[src/rtl/pc_sequencer.sv]
// Program counter and instruction-fetch sequencer between the imem req/ack port and decode.
// Optional PC_ALIGN_CHECK_EN: force-align misaligned redirect targets and flag a sticky addr_err.
module pc_sequencer #(
    parameter int              AW       = 32,
    parameter logic [AW-1:0]   RESET_PC = '0
) (
    input  logic          clk,
    input  logic          rst_n,
    input  logic          stall,
    input  logic          branch,
    input  logic [AW-1:0] branch_pc,
    input  logic          jump,
    input  logic [AW-1:0] jump_pc,
    output logic          imem_req,
    output logic [AW-1:0] imem_addr,
    input  logic          imem_ack,
    input  logic [31:0]   imem_rdata,
    output logic [31:0]   instr,
    output logic [AW-1:0] instr_pc,
    output logic          instr_valid,
    output logic [AW-1:0] pc_plus4,
    output logic          addr_err
);

    // Handshakes: imem_req stays high with imem_addr stable until imem_ack is sampled;
    // instr/instr_pc/instr_valid hold while stall is high and are consumed on a cycle with stall low.
    typedef enum logic [1:0] {
        IDLE  = 2'd0,
        FETCH = 2'd1,
        VALID = 2'd2
    } state_t;

    state_t        state;
    logic [AW-1:0] pc;
    logic [AW-1:0] redir_pc;
    logic          redir_pend;
    logic          redir_now;
    logic [AW-1:0] raw_tgt;
    logic [AW-1:0] tgt;

    assign redir_now = jump | branch;
    assign raw_tgt   = jump ? jump_pc : branch_pc;
    assign imem_addr = pc;
    assign pc_plus4  = instr_pc + AW'(4);

`ifdef PC_ALIGN_CHECK_EN
    assign tgt = {raw_tgt[AW-1:2], 2'b00};

    // Only redirects the FSM actually accepts can raise the error.
    always_ff @(posedge clk or negedge rst_n) begin
        if (!rst_n) begin
            addr_err <= 1'b0;
        end else if (redir_now && (state != IDLE) && (raw_tgt[1:0] != 2'b00)) begin
            addr_err <= 1'b1;
        end
    end
`else
    assign tgt      = raw_tgt;
    assign addr_err = 1'b0;
`endif

    always_ff @(posedge clk or negedge rst_n) begin
        if (!rst_n) begin
            state       <= IDLE;
            pc          <= RESET_PC;
            imem_req    <= 1'b0;
            instr       <= '0;
            instr_pc    <= '0;
            instr_valid <= 1'b0;
            redir_pend  <= 1'b0;
            redir_pc    <= '0;
        end else begin
            case (state)
                IDLE: begin
                    state    <= FETCH;
                    imem_req <= 1'b1;
                end

                FETCH: begin
                    if (imem_ack) begin
                        if (redir_now) begin
                            // Stale data: refetch at the redirect, request stays up.
                            pc         <= tgt;
                            redir_pend <= 1'b0;
                        end else if (redir_pend) begin
                            pc         <= redir_pc;
                            redir_pend <= 1'b0;
                        end else begin
                            instr       <= imem_rdata;
                            instr_pc    <= pc;
                            pc          <= pc + AW'(4);
                            instr_valid <= 1'b1;
                            imem_req    <= 1'b0;
                            state       <= VALID;
                        end
                    end else if (redir_now) begin
                        redir_pend <= 1'b1;
                        redir_pc   <= tgt;
                    end
                end

                VALID: begin
                    if (stall) begin
                        if (redir_now) begin
                            redir_pend <= 1'b1;
                            redir_pc   <= tgt;
                        end
                    end else begin
                        if (redir_now) begin
                            pc <= tgt;
                        end else if (redir_pend) begin
                            pc <= redir_pc;
                        end
                        redir_pend  <= 1'b0;
                        instr_valid <= 1'b0;
                        imem_req    <= 1'b1;
                        state       <= FETCH;
                    end
                end

                default: begin
                    state       <= IDLE;
                    imem_req    <= 1'b0;
                    instr_valid <= 1'b0;
                end
            endcase
        end
    end

endmodule

[config.mk]
export PLATFORM = sky130hd
export DESIGN_NAME = pc_sequencer
export DESIGN_NICKNAME = d
export VERILOG_FILES = /design/src/rtl/pc_sequencer.sv
export SDC_FILE = /design/constraint.sdc
export NUM_CORES = 1
export LEC_CHECK = 0
export ABC_AREA = 1
export CAP_MARGIN = 5
export CORE_MARGIN = 5
export CORE_UTILIZATION = 48
export CTS_CLUSTER_SIZE = 28
export DETAILED_ROUTE_END_ITERATION = 10
export GPL_ROUTABILITY_DRIVEN = 0
export HOLD_SLACK_MARGIN = 0.15
export PLACE_DENSITY = 0.82
export SYNTH_ARGS = -nofsm -noshare
export SYNTH_HDL_FRONTEND = slang
export SYNTH_SLANG_ARGS = --single-unit
[constraint.sdc]
create_clock -name clk -period 2.05 [get_ports clk]
set_input_delay 0.3075 -clock clk [delete_from_list [all_inputs] [get_ports clk]]
set_output_delay 0.3075 -clock clk [all_outputs]
set_load 0.01 [all_outputs]
* Word-level counts from Yosys, hierarchy flattened *
Cells that the tools add are included.

storage, ports and cells
  flip-flop bits (word level) = 133
  latch bits = 0
  RAM bits = 0
  ROM bits = 0
  output and inout bits = 131
  word-level logic and storage cells = 61
  memories = 0

cells by class
  $add $sub $neg = 2
  multiply operators = 0
  div/mod/pow operators = 0
  order comparisons = 0
  equal/unequal tests = 9
  shift-type cells = 0
  mux-type cells = 31
  bitwise gates (word level) = 4
  reductions and logical operators = 7

operators by type and width
  cell                   count
  $mux 32                10
  $pmux 32 s2            2
  $add 32x3->32 const B  2
  $ne 2x2->1 const B     6
  $reduce_and 4->1       3
  $mux 1                 11
  $mux 2                 4
  $pmux 1 s3             2
  $pmux 2 s3             1
  $reduce_and 5->1       1
  $ne 3x3->1 const B     1
  $not 1->1              3
  $reduce_and 3->1       1
  $eq 2x1->1 const B     1
  $eq 2x2->1 const B     1
  $logic_not 2->1        1
  $pmux 1 s2             1
  $reduce_bool 2->1      1
  $or 1x1->1             1

* Depth between registers and ports, before layout *
  depth in word-level cells = 5
  mapped depth = 11

* Worst setup path after synthesis *
Ideal clock, no wire load.

  path type = reg-to-output
  start point = register instr_pc[2]
  end point = output pc_plus4[30]
  arrival = 1626 ps
  data required time = 1742 ps
  setup slack = 117 ps
  stages on the path, launching flop included = 11
  path buffers = 0
  cell sequence = dfrtp_1 ha_1 nand3_1 nor2_1 nand2_1 nor2_4 nand2_2 nor2_2 nand2_1 o21ai_0 nand2_1

between the ends
  word-level cells in the longest chain between the ends = 1

RTL lines
  element                   line  source
  start: declaration        19    output logic [AW-1:0] instr_pc,
  start signal: assignment  90    instr_pc <= pc;
  $add 32x3->32             44    assign pc_plus4 = instr_pc + AW'(4);
  end: declaration          21    output logic [AW-1:0] pc_plus4,

Every way passes these cells.

* Worst setup path after layout *
  start point = register instr_pc[2]
  end point = output pc_plus4[24]

Same word-level chain as after synthesis.

==> impl_results.md <==
* Filler cells at 1013
* #FFs+latches synth at 132
* CP endpoint kind: output pin
* Mux contribution to synthesized area at 4.79%
* Period utilization at 119%
* Synth Area in Adders at 0.832%
* Rows at 45
* Mapped Cells at 981
* Setup WS post-layout at -0.380 ns
* DPL Wire Length at 19500 um
* # H-tree levels at 4
* Final net count at 1408
* CP cell instances: ha_4, nand3_4, nor2_4, nand2_2, nor2_4, nand2_2, nor2_4, nand2_4, o21ai_2, nand2_1, buf_2
* Iteration-0 DRC Markers at 710
* Die X at 135 um
* Peak supply drop at 0.802 mV
* # DRC at 0
* DP Area at 10800 sq um
* Pre-antenna DRT Iters at 8
* First-pass GRT wire length at 41800 um
* Unrepaired setup endpoints after global routing: yes
* GRT Max-Usage Layer: met2
* Pin count of the biggest net entering global routing at 53
* Cell variety after synth at 40
* Vias in the first global route at 8096
* DR vias at 8331
* Total power at 18.3 mW
* Simple-Gate Fraction of Synth Area at 24.7%
* Non-Filler Cell Area, Final at 11700 sq um
* Worst path required time at 1.74 ns
* Met3 usage at 6.91%
* Ant. Diodes at 0
* Syn Area/Cell at 7.67 sq um
* Overall overflow remaining after global route at 0
* Root buf cell: clkbuf_16
* Max Cap Viol at 0
* Non-Filler Instances at 1524
* Die height at 135 um
* Delay-heaviest family, CP: simple AND/OR/NAND/NOR gates
* CP max-delay cell: dfrtp_2
* Initial Utilization at 49.3%
* Final hold vios at 0
* Post-Syn Nets at 1088
* Share of cells above drive strength 1 at 20.6%
* P per Cell Area at 1550 nW/um^2
* CTS max path bufs at 2
* Delay of the slowest critical-path stage at 0.45 ns
* Synth Cell Area at 7520 sq um
* ANT nets after route at 0
* Via density at 5.47
* Clock transition at path regs at 0.06 ns
* CTS tree: done
* Largest family of logic cells by synthesized area: simple AND/OR/NAND/NOR gates
* Initial antenna violation count at 0
* Slew Viols, Final at 0
* Critical Path AT at 2.12 ns
* Critical path fanouts, max at 5
* Synth Area in Compound Gates at 14.7%
* Seq/Total Area, Yosys at 43.9%
* Die area at 18300 sq um
* PortBufs at 231
* Status: finished with violations
* Buf/Inv on CP at 1
* Core area at 15300 sq um
* Clock sink count at 132
* Total I/O pin count at 233
* Critical Setup Path Class: reg -> out
* Placed cells at 1474
* Met2 Track Usage GR at 48.9%
* Syn. warnings at 0
* Leak Pwr at 5.37 nW
* Clock skew at 0.00787 ns
* Worst-Skew Late Latency at 0.42 ns
* Area Overhead vs Synth at 56.1%
* Max frequency at 411 MHz
* Post-Route WL at 27900 um
* Final setup fails at 22
* Hold Crit Class: in -> async
* Drt wl/cell at 18.3 um
* Most frequent CP cell: nor2_4
* Startpoint Class: register
* Failing checks: setup timing
* Synth Area in XOR/XNOR at 3.73%
* Fin crit period at 2.43 ns
* TritonCTS Buffers at 17
* Total track usage at 28.7%
* Met1 usage at 35.1%
-- timing repair --
action,in CTS,in global routing
gates resized for setup,136,58
cloned,0,0
hold buffers,1,0
buffers inserted,11,11
pin swaps,20,35
endpoints found under the hold margin,33,0
endpoints found under the setup margin,28,57
-- metal layers --
layer | part of all wire [%] | up-vias
li1 | - | 3879
met1 | 39 | 3931
met2 | 49 | 452
met3 | 8.9 | 69
met4 | 3.5 | 0
met5 | 0 | -
-- layout by cell type, fill, tap and decap left out, drive strengths merged, types with 4 or more instances in the layout --
master         instances
nor2                 177
buf                  139
a31oi                  4
o31ai                  7
o22ai                 18
a22oi                  9
inv                   83
nand2                187
clkinv                 6
o21ai                122
nand4                 11
a21oi                 41
xnor2                 13
mux2                  32
ha                     5
nor3                  17
nand3                 48
dfrtp                132
xor2                  19
clkbuf                24
bufinv                 4
clkdlybuf4s50        200
-- synthesized netlist by cell type, drive strengths merged --
cell type  number  share of area (%)
nand2         187                9.4
buf            29                2.2
nand4          11               0.92
nor4            1              0.083
xnor2          13                1.5
ha              5               0.83
and2            1              0.083
a21oi          41                2.7
conb            1              0.050
nor2          177                9.6
dfrtp         132                 44
mux2           32                4.8
inv            83                4.2
o211ai          2               0.20
nand3b          2               0.20
o31ai           7               0.70
clkbuf         17               0.85
o221ai          1               0.12
o21ai         122                8.2
xor2           19                2.2
clkinv          1              0.050
nor3           17                1.1
nand3          48                3.3
o21a            1               0.10
a31oi           4               0.33
a22oi           9               0.90
o22ai          18                1.5
-- stage by stage --
| step | hold slack (ns) | setup TNS (ns) | worst slack, ns | util (%) |
|---|---|---|---|---|
| final | 0.388 | -4.69 | -0.380 | 76.9 |
| after global routing | 0.436 | -6.49 | -0.460 | 76.9 |
| after CTS | 0.401 | -5.19 | -0.427 | 75.5 |
| after detailed placement | 0.300 | -4.51 | -0.416 | 70.5 |
| after global placement | 0.303 | -3.04 | -0.299 | 70.5 |
| after floorplan | 0.0119 | 0 | 0.117 | - |
-- flip-flops by register name, indices dropped and copies added, names as in the netlist --
| signal | count |
|---|---|
| instr_pc | 32 |
| state | 1 |
| imem_addr | 32 |
| instr | 32 |
| redir_pend | 1 |
| imem_req | 1 |
| instr_valid | 1 |
| redir_pc | 32 |
-- layout make-up --
cell class	instances	area [sq um]	share of cell area, %
clock inverters	10	156	1.33
flip-flops and latches	132	3310	28.2
clock buffers	21	450	3.84
repair buffers	347	3250	27.6
multi-input cells	719	4000	34.1
inverters	84	318	2.71
well taps	211	264	2.25
-- report_power, final --
group          leakage, nW  switching (mW)  internal [mW]  total (mW)
registers             1.57            1.15           3.92        5.07
clock network        0.297            1.12           2.05        3.17
logic                 3.50            5.32           4.69        10.0
total                 5.37            7.59           10.7        18.3
-- cell families (layout without fill, tap and decap cells) --
family,after synthesis,in the layout
simple gates,444,444
compound gates,205,205
flops,132,132
buf+inv,130,462
xor+xnor,32,32
mux,32,32
fa+ha+maj,5,5
other cells,1,1
-- path summary, 6_finish.rpt --
kind	startpoint	to	slack (ns)	depth (start not counted)
max	instr_pc[2]$_DFFE_PN0P_	pc_plus4[24]	-0.38	11
min	rst_n	instr[29]$_DFFE_PN0P_	0.39	2
max reg2reg	imem_addr[7]$_DFFE_PN0P_	imem_addr[20]$_DFFE_PN0P_	0.19	9
min reg2reg	instr_valid$_DFFE_PN0P_	instr_valid$_DFFE_PN0P_	0.49	1
max in group asynchronous	rst_n	instr_pc[3]$_DFFE_PN0P_	1.00	3
min in group clk	imem_rdata[15]	instr[15]$_DFFE_PN0P_	0.48	2
No activity file was read; power rests on OpenSTA's default activity.
==> edit: new RTL, config.mk and constraints unchanged <==
Build with the macro `PC_ALIGN_CHECK_EN` defined.
--- a/src/rtl/pc_sequencer.sv
+++ b/src/rtl/pc_sequencer.sv
@@ -1,5 +1,7 @@
 // Program counter and instruction-fetch sequencer between the imem req/ack port and decode.
 // Optional PC_ALIGN_CHECK_EN: force-align misaligned redirect targets and flag a sticky addr_err.
+`define PC_ALIGN_CHECK_EN
+
 module pc_sequencer #(
     parameter int              AW       = 32,
     parameter logic [AW-1:0]   RESET_PC = '0
Function: changed (Yosys sat finds a counterexample within 4 cycles, from zero or initial values and one cycle with rst_n low).
==> edit against the original RTL <==
Synthesized cell count decreased by 0.41%. Wire length increased by 1.4%. Setup slack got worse by 130 ps. Design area increased by 3.7%. Global-route usage decreased by 0.91 points. Clock power decreased by 4%. Area after synthesis increased by 0.77%. Power about the same. Clock skew decreased by 1.8 ps. The run still ends with setup timing left. Register-to-register slack got worse by 70 ps. Sequential cell count increased by 2. Count of clock-buffer cells in the layout decreased by 2. Highest routed layer unchanged.
==> edit: results (changes against the original RTL) <==
PATH_MAX_FANOUT=3  # -2
FILLERINSTANCES=1012  # -0.099%
MULTI_INPUT_AREA_SHARE_PCT=33.35  # -0.72 points
SETUP_TOTAL_NEGATIVE_SLACK_PS=-6221  # -1532 ps
TOTAL_NUMBER_OF_CLOCK_TREE_SINKS=134  # +1.5%
SYNTHXORXNORAREAFRAC_PCT=3.467  # -0.26 points
CPMAXSTAGEDELAYCELL='sky130_fd_sc_hd__dfrtp_1'
LAYOUT.NON_CLOCK_BUFFERS=390  # +12%
SHARE_OF_CELLS_ABOVE_DRIVE_STRENGTH_1_PCT=24.17  # +3.6 points
COUNT_OF_STANDARD_CELL_ROWS=46  # +2.2%
NETLIST-CELL-TYPE-COUNT=42  # +5.0%
NNETSFINAL=1453  # +3.2%
RUN_STATUS='finished, violations left'
REG2REG_TO='imem_addr[12]'
REGISTER_AREA_SQ_MM=0.003356  # +1.5%
FINAL.SETUP.WORST_SLACK_PS=-506.9  # -126.7 ps
TOTAL_LEAKAGE_POWER_nW=5.754  # +7.2%
IO_BUFFERS=232  # +0.43%
SYNTHTOPCELLSBYAREA='sky130_fd_sc_hd__dfrtp_1, sky130_fd_sc_hd__nand2_1, sky130_fd_sc_hd__o21ai_0'
SETUP_VIOL=25  # +14%
VIOLATIONS_IN_THE_FINAL_REPORTS='setup timing'
PLACEMENT_STAGE_CELL_AREA_SQ_MM=0.01104  # +2.6%
SYNTH_FA_HA_AREA_SHARE_PCT=1.156  # +0.32 points
CLKCELLAREAFRAC_PCT=4.859  # -0.31 points
REGTOREGSTARTPOINT='imem_addr[2]'
NONCLOCKINVERTERCOUNT=85  # +1.2%
COMPOUND_GATE_PORTION_OF_THE_SYNTHESIZED_AREA_PCT=14.40  # -0.34 points
REG2REG_SLACK_PS=120  # -70 ps
==> edit: layer usage <==
layer  vias to the layer above  routed length (um)  track usage (%)
met5                         -                   0                0
met3                       100                2342            6.129
met4                         0                1276            11.53
li1                       3958                   -                -
met2                       474               14120            47.59
met1                      4008               10560            34.12
==> edit: per-stage QoR <==
step,setup WS (ps),util [%],cells
after global placement,-186.9,70.25,1511
final,-506.9,77.51,1573
after floorplan,152.3,-,977
after detailed placement,-291.0,70.25,1511
after global routing,-569.9,77.51,1573
after CTS,-435.4,75.06,1554
==> edit: power by group <==
| part | internal [mW] | total [mW] | switching [mW] |
|---|---|---|---|
| registers | 3.94 | 5.12 | 1.18 |
| logic | 4.84 | 10.1 | 5.23 |
| clock network | 1.84 | 3.05 | 1.22 |
| total | 10.6 | 18.2 | 7.63 |
==> edit: timing repair <==
action                                  CTS  global route
gates resized for setup                 126            96
hold buffers                              1             0
buffers inserted                         10            22
pin swaps                                22            31
endpoints found under the setup margin   28            58
endpoints found under the hold margin    32             0
